$ cat src/rtl/bpc_decomp_arbiter_if.sv
// rtl/bpc_decomp_arbiter_if.sv - requester, decoder and output stream bundle for the decoder arbiter
interface bpc_decomp_arbiter_if #(
    parameter int NUM_REQ = 4,
    parameter int DATA_W  = 64
);
    logic [NUM_REQ*DATA_W-1:0] req_data_i;
    logic [NUM_REQ-1:0]        req_valid_i;
    logic [NUM_REQ-1:0]        req_sop_i;
    logic [NUM_REQ-1:0]        req_eop_i;
    logic [NUM_REQ-1:0]        req_ready_o;
    logic [DATA_W-1:0]         dec_data_o;
    logic                      dec_valid_o;
    logic                      dec_sop_o;
    logic                      dec_eop_o;
    logic                      dec_ready_i;
    logic [DATA_W-1:0]         dec_data_i;
    logic                      dec_valid_i;
    logic                      dec_sop_i;
    logic                      dec_eop_i;
    logic                      dec_ready_o;
    logic [DATA_W-1:0]         out_data_o;
    logic [NUM_REQ-1:0]        out_valid_o;
    logic                      out_sop_o;
    logic                      out_eop_o;
    logic [NUM_REQ-1:0]        out_ready_i;
    logic                      err_o;

    modport slave (
        input  req_data_i, req_valid_i, req_sop_i, req_eop_i,
        input  dec_ready_i, dec_data_i, dec_valid_i, dec_sop_i, dec_eop_i,
        input  out_ready_i,
        output req_ready_o, dec_data_o, dec_valid_o, dec_sop_o, dec_eop_o,
        output dec_ready_o, out_data_o, out_valid_o, out_sop_o, out_eop_o,
        output err_o
    );

    modport master (
        output req_data_i, req_valid_i, req_sop_i, req_eop_i,
        output dec_ready_i, dec_data_i, dec_valid_i, dec_sop_i, dec_eop_i,
        output out_ready_i,
        input  req_ready_o, dec_data_o, dec_valid_o, dec_sop_o, dec_eop_o,
        input  dec_ready_o, out_data_o, out_valid_o, out_sop_o, out_eop_o,
        input  err_o
    );
endinterface

$ cat src/rtl/bpc_decomp_arbiter.sv
// rtl/bpc_decomp_arbiter.sv - packet-granular round-robin share of one bit-plane decoder
module bpc_decomp_arbiter #(
    parameter int NUM_REQ   = 4,
    parameter int IDX_W     = 2,
    parameter int DATA_W    = 64,
    parameter int TAG_DEPTH = 4
) (
    input  logic                  clk,
    input  logic                  rst,
    bpc_decomp_arbiter_if.slave   bus
);
    localparam int PTR_W = $clog2(TAG_DEPTH);
    localparam int CNT_W = PTR_W + 1;

    typedef enum logic {IDLE, LOCK} state_e;

    state_e             state_q, state_d;
    logic [IDX_W-1:0]   grant_q, grant_d;
    logic [IDX_W-1:0]   rr_ptr_q, rr_ptr_d;
    logic [IDX_W-1:0]   tag_mem_q [TAG_DEPTH];
    logic [PTR_W-1:0]   wr_ptr_q, wr_ptr_d;
    logic [PTR_W-1:0]   rd_ptr_q, rd_ptr_d;
    logic [CNT_W-1:0]   count_q, count_d;
    logic               err_q, err_d;

    logic               fifo_full, fifo_empty, push, pop, in_err, out_err;
    logic [IDX_W-1:0]   head, cand, sop_idx, valid_idx;
    logic               sop_found, valid_found;
    logic [NUM_REQ-1:0] req_ready, out_valid;
    logic [DATA_W-1:0]  dec_data;
    logic               dec_valid, dec_sop, dec_eop, dec_ready;

    function automatic logic [IDX_W-1:0] rr_index(input logic [IDX_W-1:0] base, input int offs);
        int sum;
        sum = int'(base) + offs;
        if (sum >= NUM_REQ) sum = sum - NUM_REQ;
        return IDX_W'(sum);
    endfunction

    assign fifo_full  = (count_q == CNT_W'(TAG_DEPTH));
    assign fifo_empty = (count_q == '0);
    assign head       = tag_mem_q[rd_ptr_q];

    // Input side: pick a packet owner in IDLE, then pass its beats straight through in LOCK.
    always_comb begin
        state_d     = state_q;
        grant_d     = grant_q;
        rr_ptr_d    = rr_ptr_q;
        push        = 1'b0;
        in_err      = 1'b0;
        req_ready   = '0;
        dec_data    = '0;
        dec_valid   = 1'b0;
        dec_sop     = 1'b0;
        dec_eop     = 1'b0;
        cand        = '0;
        sop_found   = 1'b0;
        valid_found = 1'b0;
        sop_idx     = '0;
        valid_idx   = '0;
        for (int i = 0; i < NUM_REQ; i++) begin
            cand = rr_index(rr_ptr_q, i);
            if (!valid_found && bus.req_valid_i[cand]) begin
                valid_found = 1'b1;
                valid_idx   = cand;
            end
            if (!sop_found && bus.req_valid_i[cand] && bus.req_sop_i[cand]) begin
                sop_found = 1'b1;
                sop_idx   = cand;
            end
        end
        case (state_q)
            IDLE: begin
                if (sop_found && !fifo_full) begin
                    grant_d = sop_idx;
                    state_d = LOCK;
                end else if (valid_found && !bus.req_sop_i[valid_idx]) begin
                    // A stray mid-packet beat with no owner is flushed so it cannot wedge the port.
                    req_ready[valid_idx] = 1'b1;
                    in_err               = 1'b1;
                end
            end
            LOCK: begin
                dec_data           = bus.req_data_i[int'(grant_q)*DATA_W +: DATA_W];
                dec_valid          = bus.req_valid_i[grant_q];
                dec_sop            = bus.req_sop_i[grant_q];
                dec_eop            = bus.req_eop_i[grant_q];
                req_ready[grant_q] = bus.dec_ready_i;
                if (dec_valid && bus.dec_ready_i) begin
                    if (dec_sop) begin
                        if (fifo_full) in_err = 1'b1;
                        else           push   = 1'b1;
                    end
                    if (dec_eop) begin
                        state_d  = IDLE;
                        rr_ptr_d = rr_index(grant_q, 1);
                    end
                end
            end
            default: state_d = IDLE;
        endcase
    end

    // Output side: decoded packets return in issue order, so the FIFO head names the owner.
    always_comb begin
        out_valid = '0;
        dec_ready = 1'b1;
        pop       = 1'b0;
        out_err   = 1'b0;
        if (fifo_empty) begin
            out_err = bus.dec_valid_i;
        end else begin
            out_valid[head] = bus.dec_valid_i;
            dec_ready       = bus.out_ready_i[head];
            pop             = bus.dec_valid_i && bus.out_ready_i[head] && bus.dec_eop_i;
        end
    end

    always_comb begin
        wr_ptr_d = push ? wr_ptr_q + 1'b1 : wr_ptr_q;
        rd_ptr_d = pop  ? rd_ptr_q + 1'b1 : rd_ptr_q;
        count_d  = count_q;
        if (push && !pop)      count_d = count_q + 1'b1;
        else if (pop && !push) count_d = count_q - 1'b1;
        err_d = err_q | in_err | out_err;
    end

    always_ff @(posedge clk) begin
        if (rst) begin
            state_q  <= IDLE;
            grant_q  <= '0;
            rr_ptr_q <= '0;
            wr_ptr_q <= '0;
            rd_ptr_q <= '0;
            count_q  <= '0;
            err_q    <= 1'b0;
        end else begin
            state_q  <= state_d;
            grant_q  <= grant_d;
            rr_ptr_q <= rr_ptr_d;
            wr_ptr_q <= wr_ptr_d;
            rd_ptr_q <= rd_ptr_d;
            count_q  <= count_d;
            err_q    <= err_d;
        end
    end

    always_ff @(posedge clk) begin
        if (push) tag_mem_q[wr_ptr_q] <= grant_q;
    end

    assign bus.req_ready_o = req_ready;
    assign bus.dec_data_o  = dec_data;
    assign bus.dec_valid_o = dec_valid;
    assign bus.dec_sop_o   = dec_sop;
    assign bus.dec_eop_o   = dec_eop;
    assign bus.dec_ready_o = dec_ready;
    assign bus.out_data_o  = bus.dec_data_i;
    assign bus.out_valid_o = out_valid;
    assign bus.out_sop_o   = bus.dec_sop_i;
    assign bus.out_eop_o   = bus.dec_eop_i;
    assign bus.err_o       = err_q;
endmodule

$ cat src/flat_wrapper.sv
// flat-port wrapper written by rule: the top's interface ports become plain ports
module bpc_decomp_arbiter_flat 
#(
    parameter int NUM_REQ   = 4,
    parameter int IDX_W     = 2,
    parameter int DATA_W    = 64,
    parameter int TAG_DEPTH = 4
)
  (clk, rst, bus_req_data_i, bus_req_valid_i, bus_req_sop_i, bus_req_eop_i, bus_dec_ready_i, bus_dec_data_i, bus_dec_valid_i, bus_dec_sop_i, bus_dec_eop_i, bus_out_ready_i, bus_req_ready_o, bus_dec_data_o, bus_dec_valid_o, bus_dec_sop_o, bus_dec_eop_o, bus_dec_ready_o, bus_out_data_o, bus_out_valid_o, bus_out_sop_o, bus_out_eop_o, bus_err_o);
  bpc_decomp_arbiter_if #(.NUM_REQ(NUM_REQ), .DATA_W(DATA_W)) bus_i ();
  input  logic clk;
  input  logic rst;
  input wire logic [$bits(bus_i.req_data_i)-1:0] bus_req_data_i;
  input wire logic [$bits(bus_i.req_valid_i)-1:0] bus_req_valid_i;
  input wire logic [$bits(bus_i.req_sop_i)-1:0] bus_req_sop_i;
  input wire logic [$bits(bus_i.req_eop_i)-1:0] bus_req_eop_i;
  input wire logic [$bits(bus_i.dec_ready_i)-1:0] bus_dec_ready_i;
  input wire logic [$bits(bus_i.dec_data_i)-1:0] bus_dec_data_i;
  input wire logic [$bits(bus_i.dec_valid_i)-1:0] bus_dec_valid_i;
  input wire logic [$bits(bus_i.dec_sop_i)-1:0] bus_dec_sop_i;
  input wire logic [$bits(bus_i.dec_eop_i)-1:0] bus_dec_eop_i;
  input wire logic [$bits(bus_i.out_ready_i)-1:0] bus_out_ready_i;
  output wire logic [$bits(bus_i.req_ready_o)-1:0] bus_req_ready_o;
  output wire logic [$bits(bus_i.dec_data_o)-1:0] bus_dec_data_o;
  output wire logic [$bits(bus_i.dec_valid_o)-1:0] bus_dec_valid_o;
  output wire logic [$bits(bus_i.dec_sop_o)-1:0] bus_dec_sop_o;
  output wire logic [$bits(bus_i.dec_eop_o)-1:0] bus_dec_eop_o;
  output wire logic [$bits(bus_i.dec_ready_o)-1:0] bus_dec_ready_o;
  output wire logic [$bits(bus_i.out_data_o)-1:0] bus_out_data_o;
  output wire logic [$bits(bus_i.out_valid_o)-1:0] bus_out_valid_o;
  output wire logic [$bits(bus_i.out_sop_o)-1:0] bus_out_sop_o;
  output wire logic [$bits(bus_i.out_eop_o)-1:0] bus_out_eop_o;
  output wire logic [$bits(bus_i.err_o)-1:0] bus_err_o;
  assign bus_i.req_data_i = bus_req_data_i;
  assign bus_i.req_valid_i = bus_req_valid_i;
  assign bus_i.req_sop_i = bus_req_sop_i;
  assign bus_i.req_eop_i = bus_req_eop_i;
  assign bus_i.dec_ready_i = bus_dec_ready_i;
  assign bus_i.dec_data_i = bus_dec_data_i;
  assign bus_i.dec_valid_i = bus_dec_valid_i;
  assign bus_i.dec_sop_i = bus_dec_sop_i;
  assign bus_i.dec_eop_i = bus_dec_eop_i;
  assign bus_i.out_ready_i = bus_out_ready_i;
  assign bus_req_ready_o = bus_i.req_ready_o;
  assign bus_dec_data_o = bus_i.dec_data_o;
  assign bus_dec_valid_o = bus_i.dec_valid_o;
  assign bus_dec_sop_o = bus_i.dec_sop_o;
  assign bus_dec_eop_o = bus_i.dec_eop_o;
  assign bus_dec_ready_o = bus_i.dec_ready_o;
  assign bus_out_data_o = bus_i.out_data_o;
  assign bus_out_valid_o = bus_i.out_valid_o;
  assign bus_out_sop_o = bus_i.out_sop_o;
  assign bus_out_eop_o = bus_i.out_eop_o;
  assign bus_err_o = bus_i.err_o;
  bpc_decomp_arbiter #(.NUM_REQ(NUM_REQ), .IDX_W(IDX_W), .DATA_W(DATA_W), .TAG_DEPTH(TAG_DEPTH)) u_core (.clk(clk), .rst(rst), .bus(bus_i));
endmodule
$ cat config.mk
export PLATFORM = sky130hd
export DESIGN_NAME = bpc_decomp_arbiter_flat
export DESIGN_NICKNAME = d
export VERILOG_FILES = /design/src/rtl/bpc_decomp_arbiter_if.sv /design/src/rtl/bpc_decomp_arbiter.sv /design/src/flat_wrapper.sv
export SDC_FILE = /design/constraint.sdc
export NUM_CORES = 1
export LEC_CHECK = 0
export CAP_MARGIN = 20
export CORE_AREA = 3 3 188 190
export CTS_CLUSTER_SIZE = 24
export DETAILED_ROUTE_END_ITERATION = 7
export DIE_AREA = 0 0 191 193
export PLACE_DENSITY_LB_ADDON = 0.2
export SLEW_MARGIN = 10
export SYNTH_ARGS = -nofsm -noshare
export SYNTH_HDL_FRONTEND = slang
export SYNTH_SLANG_ARGS = --single-unit
export TNS_END_PERCENT = 1
$ cat constraint.sdc
create_clock -name clk -period 4.9 [get_ports clk]
set_input_delay 0.98 -clock clk [delete_from_list [all_inputs] [get_ports clk]]
set_output_delay 0.98 -clock clk [all_outputs]
set_load 0.01 [all_outputs]
==> impl_metrics.json <==
{
  "status": "completed",
  "ys_top_cells_by_area": "mux4_2 39%, buf_4 12%, and2_1 11%",
  "clk_latency_ps": 260,
  "finalClockSkew_ps": 5.456,
  "layout.nets": 1024,
  "grt_max_degree": 47,
  "fp.dieW_um": 191,
  "slew_viol_final": 0,
  "postSynthAreaPerCell_um2": 10.32,
  "start_kind": "input port",
  "whs_ps": 537.8,
  "yosysTopAreaCellShare_pct": 39.33,
  "synthesis.area_um2": 4180,
  "clockBufferDepth": 2,
  "ys.flop_type": "dfxtp_1",
  "drc": 0,
  "max_cap_violations": 0,
  "ir_drop_mv": 0.1594,
  "hold_path_class": "reg2reg",
  "cts-root-buf": "clkbuf_16",
  "cts_resized": 0,
  "final_common_cell": "clkdlybuf4s50_1",
  "grt_pass1_wl_mm": 33.67,
  "crit_buf_inv": 2,
  "io-pin-count": 485,
  "dr.first_iter.drc_count": 146,
  "port_buffers": 354,
  "syn_inst": 405,
  "setup_tns_ps": 0,
  "syn2layout_area_growth_pct": 87.13,
  "max_freq_ghz": 0.2135,
  "cp_cell_sequence": "clkdlybuf4s50_1 -> mux4_2 -> and2_1 -> o41ai_2 -> and2b_2 -> o211ai_4 -> o31ai_4 -> clkdlybuf4s50_1",
  "cp_slowest_cell": "clkdlybuf4s50_1",
  "rsz0062_at_grt": "no",
  "crit_top_cell": "clkdlybuf4s50_1",
  "finalSetupViolCount": 0,
  "async_flop_share_pct": 0,
  "overflow": 0,
  "grtUsageTotal_pct": 12.37,
  "vias": 4299,
  "viasPerCell": 3.842,
  "holdBufCountCts": 0,
  "placementRows": 67,
  "dp_hpwl_mm": 20.69,
  "arrival_ps": 3700,
  "path_class": "in2out",
  "cts.htree.levels": 1,
  "cp_slowest_stage_delay_ps": 600,
  "switching_share_pct": 32.91,
  "ant_nets": 0,
  "worstPathRequired_ps": 3920,
  "synth_warnings": 0,
  "die_area_um2": 36860,
  "path_delay_family": "buffers and inverters",
  "grt_pass1_vias": 4727,
  "p_clk_share_pct": 13.1,
  "finalHoldViolCount": 0,
  "antenna_found_initial": 0,
  "worst-path-max-fanout": 6,
  "comb_power_share_pct": 67.5,
  "cts_tree": "done",
  "syn_nets": 757,
  "power_frac_seq_pct": 19.4,
  "clkTransAtPathRegs_ps": 60,
  "initial_core_util_pct": 12.44,
  "fin_crit_sh_pct": 95.61,
  "core-area_um2": 33620,
  "ys_ff_latch": 23,
  "intPower_mw": 0.9222,
  "diodes": 0,
  "max_slew_margin_pct": 44.19,
  "postCtsSetupRepairBufs": 0,
  "synth_top_area_cell": "mux4_2",
  "layout-drive-gt1-share_pct": 14.61,
  "pwr_density_cell_nw_per_um2": 175.7,
  "wl_mm": 23.87,
  "first_pass_iters": 4,
  "min_period_ps": 4685,
  "cp-end-kind": "output port",
  "tightest_slew_ps": 837.1,
  "leakage_nw": 2.591,
  "power_switching_mw": 0.4524,
  "gp_congestion": 0.7787,
  "synth_edf_count": 8,
  "power.total_mw": 1.375,
  "final_cell_mix": "354 x clkdlybuf4s50_1, 73 x mux4_2, 72 x and2_1",
  "cts_sinks": 23,
  "seq_area_frac_synth_pct": 12.93,
  "cts_made_buffers": 3,
  "die_h_um": 193,
  "wl_per_cell_um": 21.33,
  "ys_types": 50
}
## worst reg2reg max path: stages, from the launching register on
cell and delay [ps]:
dfxtp_4 710, mux4_2 400, and4_1 300, and2_0 290, ha_1 230, inv_1 70, fa_1 420, xor2_1 160
or3_1 300, a21oi_1 140
## cell usage after synthesis, drive strengths merged (3+ instances only)
| cell type | n |
|---|---|
| o211ai | 3 |
| buf | 82 |
| dfxtp | 15 |
| nor2b | 3 |
| ha | 9 |
| xnor2 | 3 |
| mux4 | 73 |
| nor3 | 3 |
| nand2 | 11 |
| and2 | 73 |
| nand3 | 7 |
| mux2i | 4 |
| nand2b | 3 |
| nor2 | 21 |
| o21ai | 12 |
| inv | 9 |
| and3 | 5 |
| edfxtp | 8 |
| a311oi | 3 |
| a21oi | 11 |
| clkbuf | 19 |
| a221oi | 3 |
## per-stage QoR
step	utilization (%)	worst slack [ps]	cell area, um^2	instances
after floorplan	-	1252	4180	405
after global placement	23.02	230.1	7740	1115
after detailed placement	23.02	204.2	7740	1115
after CTS	23.27	208.7	7823	1119
after global routing	23.27	76.22	7823	1119
final	23.27	215.3	7823	1119
## cell type report
class | count | area (um^2)
clock buffer | 3 | 75.07
clock inverter | 1 | 7.507
fill | 3617 | 25790
inverter | 9 | 33.78
multi-input combinational | 272 | 2960
sequential | 23 | 549.3
tap | 448 | 560.5
timing repair buffer | 363 | 3636
## path summary, 6_finish.rpt
path	startpoint	end	slack (ps)	depth (start not counted)
setup / recovery	bus_req_sop_i[0]	bus_req_ready_o[1]	220	8
hold / removal	u_core.rd_ptr_q[1]$_SDFFE_PP0P_	register	540	2
setup reg to reg	u_core.grant_q[1]$_SDFFE_PP0P_	u_core.count_q[2]$_SDFFE_PP0P_	1810	9
hold reg to reg	u_core.rd_ptr_q[1]$_SDFFE_PP0P_	register	540	2
## layer usage
layer  up-vias  wire length (um)  global-route usage, %
li1       1974                 -                      -
met1      2106              9126                  14.67
met2       185             12760                  22.60
met3        34              1665                  3.471
met4         0               315                  2.060
met5         -                 0                      0
## state kept, by name, indices dropped and copies added, names as in the netlist, named ones only
register,cells
u_core.rd_ptr_q,2
u_core.state_q,1
u_core.count_q,3
u_core.wr_ptr_q,2
u_core.rr_ptr_q,2
u_core.grant_q,2
u_core.tag_mem_q,8
u_core.bus.err_o,1
## power groups by stage
| stage | combinational [mW] | clock (mW) | sequential [mW] |
|---|---|---|---|
| 2_1_floorplan | 0.520 | 0 | 0.223 |
| 4_1_cts | 0.949 | 0.189 | 0.272 |
| 6_report | 0.928 | 0.181 | 0.266 |
| 5_1_grt | 1.00 | 0.196 | 0.276 |
| 3_5_place_dp | 0.943 | 0 | 0.276 |
| 3_3_place_gp | 0.947 | 0 | 0.277 |
## logic make-up after synthesis
| group | after synthesis | share of synthesized area (%) |
|---|---|---|
| simple gates | 134 | 18.05 |
| flops | 23 | 12.93 |
| fa+ha+maj | 10 | 3.173 |
| mux | 79 | 40.83 |
| compound gates | 44 | 7.723 |
| xor+xnor | 5 | 1.048 |
| buf+inv | 110 | 16.25 |
(Power assumes the default switching activity.)
